==> src/rtl/booth_pkg.sv <==
// Shared definitions for the Booth multiplier controller and its datapath.
package booth_pkg;

  // Datapath command codes; the datapath acts only when the code changes.
  localparam logic [1:0] DP_INIT  = 2'b00;
  localparam logic [1:0] DP_ADD   = 2'b01;
  localparam logic [1:0] DP_SUB   = 2'b10;
  localparam logic [1:0] DP_SHIFT = 2'b11;

  typedef enum logic [2:0] {
    S_IDLE,
    S_INIT,
    S_ADD,
    S_SUB,
    S_CAN1,
    S_CAN2,
    S_SHIFT,
    S_DONE
  } state_e;

  typedef enum logic [1:0] {
    OP_NOP,
    OP_ADD,
    OP_SUB
  } booth_op_e;

  // Radix-2 Booth recoding of {B0, q_m1}.
  function automatic booth_op_e booth_decode(input logic b0, input logic q_m1);
    booth_op_e op;
    case ({b0, q_m1})
      2'b10:   op = OP_SUB;
      2'b01:   op = OP_ADD;
      default: op = OP_NOP;
    endcase
    return op;
  endfunction

  // Command issued while in a state. CAN1/CAN2 reuse ADD/SUB so a no-op
  // step still produces code changes; IDLE/DONE keep the last code.
  function automatic logic [1:0] state_cmd(input state_e s, input logic [1:0] hold);
    logic [1:0] cmd;
    case (s)
      S_INIT:  cmd = DP_INIT;
      S_ADD:   cmd = DP_ADD;
      S_SUB:   cmd = DP_SUB;
      S_CAN1:  cmd = DP_ADD;
      S_CAN2:  cmd = DP_SUB;
      S_SHIFT: cmd = DP_SHIFT;
      default: cmd = hold;
    endcase
    return cmd;
  endfunction

endpackage

==> src/rtl/booth_ctrl.sv <==
// Booth multiplier controller: sequences INIT/ADD/SUB/SHIFT commands to an
// external datapath and captures the product with a valid/ready handshake.
module booth_ctrl
  import booth_pkg::*;
#(
  parameter int unsigned BIT_LEN = 4
) (
  input  logic                   clk,
  input  logic                   rst,
  input  logic                   start,
  input  logic [BIT_LEN-1:0]     a_in,
  input  logic [BIT_LEN-1:0]     b_in,
  output logic                   in_ready,
  output logic                   busy,
  output logic                   out_valid,
  input  logic                   out_ready,
  output logic [2*BIT_LEN-1:0]   product,
  output logic                   err,
  output logic [1:0]             dp_state,
  output logic [BIT_LEN-1:0]     dp_in1,
  output logic [BIT_LEN-1:0]     dp_in2,
  input  logic [1:0]             dp_signal,
  input  logic [2*BIT_LEN-1:0]   dp_out
);

  localparam int unsigned CNT_W = $clog2(BIT_LEN + 1);

  state_e                 state_q, state_d;
  logic [1:0]             dp_state_q, dp_state_d;
  logic [BIT_LEN-1:0]     dp_in1_q, dp_in1_d;
  logic [BIT_LEN-1:0]     dp_in2_q, dp_in2_d;
  logic [2*BIT_LEN-1:0]   product_q, product_d;
  logic                   err_q, err_d;
  logic                   q_m1_q, q_m1_d;
  logic [CNT_W-1:0]       shift_cnt_q, shift_cnt_d;

  booth_op_e              op;
  logic                   last_shift;

  // State and datapath-command registers.
  always_ff @(posedge clk) begin
    if (rst) begin
      state_q     <= S_IDLE;
      dp_state_q  <= DP_SHIFT;
      dp_in1_q    <= '0;
      dp_in2_q    <= '0;
      product_q   <= '0;
      err_q       <= 1'b0;
      q_m1_q      <= 1'b0;
      shift_cnt_q <= '0;
    end else begin
      state_q     <= state_d;
      dp_state_q  <= dp_state_d;
      dp_in1_q    <= dp_in1_d;
      dp_in2_q    <= dp_in2_d;
      product_q   <= product_d;
      err_q       <= err_d;
      q_m1_q      <= q_m1_d;
      shift_cnt_q <= shift_cnt_d;
    end
  end

  // Next-state decode, operand capture, shift counting and result capture.
  always_comb begin
    state_d     = state_q;
    dp_in1_d    = dp_in1_q;
    dp_in2_d    = dp_in2_q;
    product_d   = product_q;
    err_d       = err_q;
    q_m1_d      = q_m1_q;
    shift_cnt_d = shift_cnt_q;

    op         = booth_decode(dp_signal[1], q_m1_q);
    last_shift = (shift_cnt_q == CNT_W'(1));

    case (state_q)
      S_IDLE: begin
        if (start) begin
          state_d     = S_INIT;
          dp_in1_d    = a_in;
          dp_in2_d    = b_in;
          shift_cnt_d = CNT_W'(BIT_LEN);
          err_d       = 1'b0;
          q_m1_d      = 1'b0;
        end
      end
      S_INIT: begin
        state_d = (op == OP_SUB) ? S_SUB : S_SHIFT;
      end
      S_ADD, S_SUB, S_CAN2: begin
        state_d = S_SHIFT;
      end
      S_CAN1: begin
        state_d = S_CAN2;
      end
      S_SHIFT: begin
        shift_cnt_d = shift_cnt_q - CNT_W'(1);
        if (dp_signal[0] != last_shift) begin
          err_d   = 1'b1;
          state_d = S_DONE;
        end else if (last_shift) begin
          state_d = S_DONE;
        end else begin
          case (op)
            OP_SUB:  state_d = S_SUB;
            OP_ADD:  state_d = S_ADD;
            default: state_d = S_CAN1;
          endcase
        end
      end
      S_DONE: begin
        if (out_ready) state_d = S_IDLE;
      end
      default: state_d = S_IDLE;
    endcase

    // SHIFT never follows itself, so state_d alone marks entry; B0 seen now
    // is the pre-shift LSB that becomes the Booth history bit.
    if (state_d == S_SHIFT) q_m1_d = dp_signal[1];

    if ((state_d == S_DONE) && (state_q != S_DONE)) product_d = dp_out;

    dp_state_d = state_cmd(state_d, dp_state_q);
  end

  assign in_ready  = (state_q == S_IDLE);
  assign busy      = (state_q != S_IDLE);
  assign out_valid = (state_q == S_DONE);
  assign product   = product_q;
  assign err       = err_q;
  assign dp_state  = dp_state_q;
  assign dp_in1    = dp_in1_q;
  assign dp_in2    = dp_in2_q;

endmodule

==> config.mk <==
export PLATFORM = sky130hd
export DESIGN_NAME = booth_ctrl
export DESIGN_NICKNAME = d
export VERILOG_FILES = /design/src/rtl/booth_pkg.sv /design/src/rtl/booth_ctrl.sv
export SDC_FILE = /design/constraint.sdc
export NUM_CORES = 1
export LEC_CHECK = 0
export ABC_AREA = 1
export ABC_CLOCK_PERIOD_IN_PS = 1700
export BUFFER_PORTS_ARGS = -buffer_cell sky130_fd_sc_hd__buf_2
export CAP_MARGIN = 10
export CORE_UTILIZATION = 48
export CTS_CLUSTER_DIAMETER = 150
export DETAILED_ROUTE_END_ITERATION = 8
export PLACE_DENSITY = 0.81
export SLEW_MARGIN = 20
export SYNTH_ARGS = -nofsm -noshare
export SYNTH_HDL_FRONTEND = slang
export SYNTH_SLANG_ARGS = --single-unit
==> constraint.sdc <==
create_clock -name clk -period 1.7 [get_ports clk]
set_input_delay 0.51 -clock clk [delete_from_list [all_inputs] [get_ports clk]]
set_output_delay 0.51 -clock clk [all_outputs]
set_load 0.02 [all_outputs]
==> results.py <==
metrics = {
    "outcome": {
        "status": "finished clean",
    },
    "power": {
        "ir_worst_vdd_uv": 1020,
        "p_leak_uw": 0.000792,
        "power_density_nw_per_um2": 1580,
    },
    "global_routing": {
        "gr-usage-met3_pct": 3.22,
        "grt.total_usage_pct": 20.5,
        "grt_pass1_wl_mm": 4.17,
        "grt_util_met1_pct": 24.0,
        "antenna_found_initial": 0,
        "grt-ovfl-total": 0,
        "grt_max_degree": 15,
        "grtUsageMet2_pct": 37.0,
        "grt_busiest_layer": "met2",
        "grt_pass1_vias": 1063,
    },
    "routing": {
        "post-route-drc-count": 0,
        "vias": 1175,
        "wirelength_mm": 2.50,
        "drt_iter0_markers": 16,
        "drt-pass1-iter-count": 4,
        "ant_nets": 0,
        "vias_per_cell": 4.76,
        "drt-wirelength-per-cell_um": 10.1,
    },
    "timing": {
        "rsz0062_at_grt": "yes",
        "min_period_ps": 1630,
        "post-route-period-util_pct": 95.9,
        "fin_skew_ps": 5.79,
        "setup-violations-final": 0,
        "finalSetupTns_ps": 0,
        "relSlewSlack_pct": 76.6,
        "hold_viol_final": 0,
        "final_max_slew_viol_count": 0,
        "worst_slew_pin_slew_ps": 351,
        "max_freq_ghz": 0.614,
    },
    "critical_path": {
        "crit_path_end_kind": "primary output",
        "required_ps": 1190,
        "path_cells": "inv_1 -> nand2_2 -> nor2_4 -> inv_1 -> buf_2",
        "slowest_delay_ps": 380,
        "crit_slowest_cell": "dfxtp_2",
        "crit_top_cell": "inv_1",
        "critPathKind": "flip-flop to primary output",
        "crit_fanout": 6,
        "startpoint_type": "flip-flop",
        "cp.arrival_ps": 1120,
        "ff2ff_path_depth": 11,
    },
    "cts": {
        "cts_num_sinks": 26,
        "clk_pin_slew_worst_paths_ps": 130,
        "cts_buffer_depth": 2,
        "cts-buffers-inserted": 3,
        "cts_tree": "yes",
        "hold_buffers": 0,
        "worstSkewPairLatency_ps": 320,
        "clock-root-buffer": "clkbuf_4",
        "htreeDepth": 1,
    },
    "placement": {
        "dpl_cell_area_sq_um": 1440,
        "place_hpwl_mm": 1.93,
        "gp_congestion": 0.900,
        "port_buffers": 43,
    },
    "layout": {
        "nNetsFinal": 245,
        "final_common_cell": "buf_2",
        "n_antenna_cell": 0,
        "mostFrequentLayoutCells": "42 x buf_2, 39 x nand2_1, 27 x nor2_1",
        "fin_area_sq_um": 1520,
        "final_core_util_pct": 66.7,
        "synthToLayoutAreaGrowth_pct": 26.9,
        "drive_gt1_share_pct": 32.0,
        "fillers": 216,
    },
    "hold_path": {
        "hp-class": "input pin to flip-flop",
        "holdPathStages": 3,
    },
    "floorplan": {
        "num_io_pins": 44,
        "core-area_sq_um": 2280,
        "dieArea_sq_um": 2700,
        "start_util_pct": 52.6,
        "die_height_um": 51.9,
        "fp-row-count": 17,
        "die_width_um": 51.9,
    },
    "synth": {
        "synthCells": 170,
        "synth_seq_cells": 26,
        "ys_types": 22,
        "synth-warning-count": 0,
        "yosysSeqAreaShare_pct": 43.5,
        "synth_nets": 195,
        "syn_area_sq_um": 1200,
        "synth.avg_cell_area_sq_um": 7.04,
    },
    "run": {
        "max_cap_viol_count": 0,
    },
}
-- kinds of logic after synthesis --
| family | Yosys count | share of synthesized area, % |
|---|---|---|
| AND/OR/NAND/NOR | 88 | 32.3 |
| buffers and inverters | 28 | 9.82 |
| flip-flops | 26 | 43.5 |
| AO/OA/AOI/OAI | 25 | 11.3 |
| adder cells (fa/ha/maj) | 3 | 3.14 |
-- repair_timing --
| item | 4_1_cts | 5_1_grt |
|---|---|---|
| cloned | 0 | 0 |
| gates resized for setup | 3 | 5 |
| pin swaps | 1 | 1 |
| buffers inserted | 4 | 0 |
| setup endpoints to repair | 2 | 6 |
-- cells in the mapped netlist --
cell type	n	area share, %
dfxtp_1	26	43
inv_1	23	7.2
nand2_1	40	13
o21ai_1	1	0.42
nor2_1	27	8.5
nand3_1	9	3.8
a211oi_2	1	1.0
or2_2	1	0.52
nand2_2	4	2.1
o21ai_0	10	4.2
a211oi_1	1	0.63
a21oi_1	12	5.0
nor2_4	1	0.94
ha_1	3	3.1
or2_0	1	0.52
nand2_4	2	1.9
clkinv_4	1	0.73
buf_6	1	0.94
inv_2	1	0.31
nand4_1	1	0.52
nor2_2	2	1.0
clkbuf_1	2	0.63
-- worst max-delay path, delay by kind of cell (launching register included) --
kind,cells,cell delay [ps]
buffers and inverters,3,260
AND/OR/NAND/NOR,2,170
flip-flops,1,380
-- flip-flops by register name, indices dropped and copies added, names as in the netlist --
name,cells
product,8
dp_in1,4
dp_in2,4
shift_cnt_q,3
state_q,3
dp_state,2
err,1
q_m1_q,1
-- area by class of cell --
type / instances / area (sq um) / share of cell area (%)
multi-input combinational: 116 / 567 / 37.3
sequential: 26 / 527 / 34.7
timing repair buffer: 48 / 255 / 16.8
inverter: 25 / 98.8 / 6.51
clock buffer: 4 / 36.3 / 2.39
tap: 28 / 35.0 / 2.31
-- report_power, final --
part / switching, uW / internal (uW)
Combinational: 746 / 485
Clock: 180 / 131
Sequential: 106 / 754
-- routing by layer --
layer	up-vias	routed length, um
li1	629	-
met4	0	26
met3	4	69
met1	522	1100
met5	-	0
met2	20	1300
-- worst paths after layout --
kind,start,slack [ps],end
worst max-delay path,state_q[1]$_SDFF_PP0_,70,busy
worst min-delay path,a_in[2],420,dp_in1[2]$_SDFFE_PP0P_
worst max register to register,state_q[1]$_SDFF_PP0_,170,dp_state[1]$_SDFFE_PP1P_
worst min register to register,dp_in1[0]$_SDFFE_PP0P_,470,dp_in1[0]$_SDFFE_PP0P_
-- metrics by stage --
step / total power (uW) / setup slack, ps / hold WS [ps] / std cells
after floorplan: 1700 / 222 / 439 / 170
after global placement: 1930 / 59.8 / 448 / 239
after detailed placement: 1970 / 17.6 / 451 / 239
after CTS: 2370 / 12.0 / 418 / 247
after global routing: 2610 / -2.02 / 426 / 247
final: 2400 / 70.3 / 424 / 247
Power figures use the tool's default switching activity.
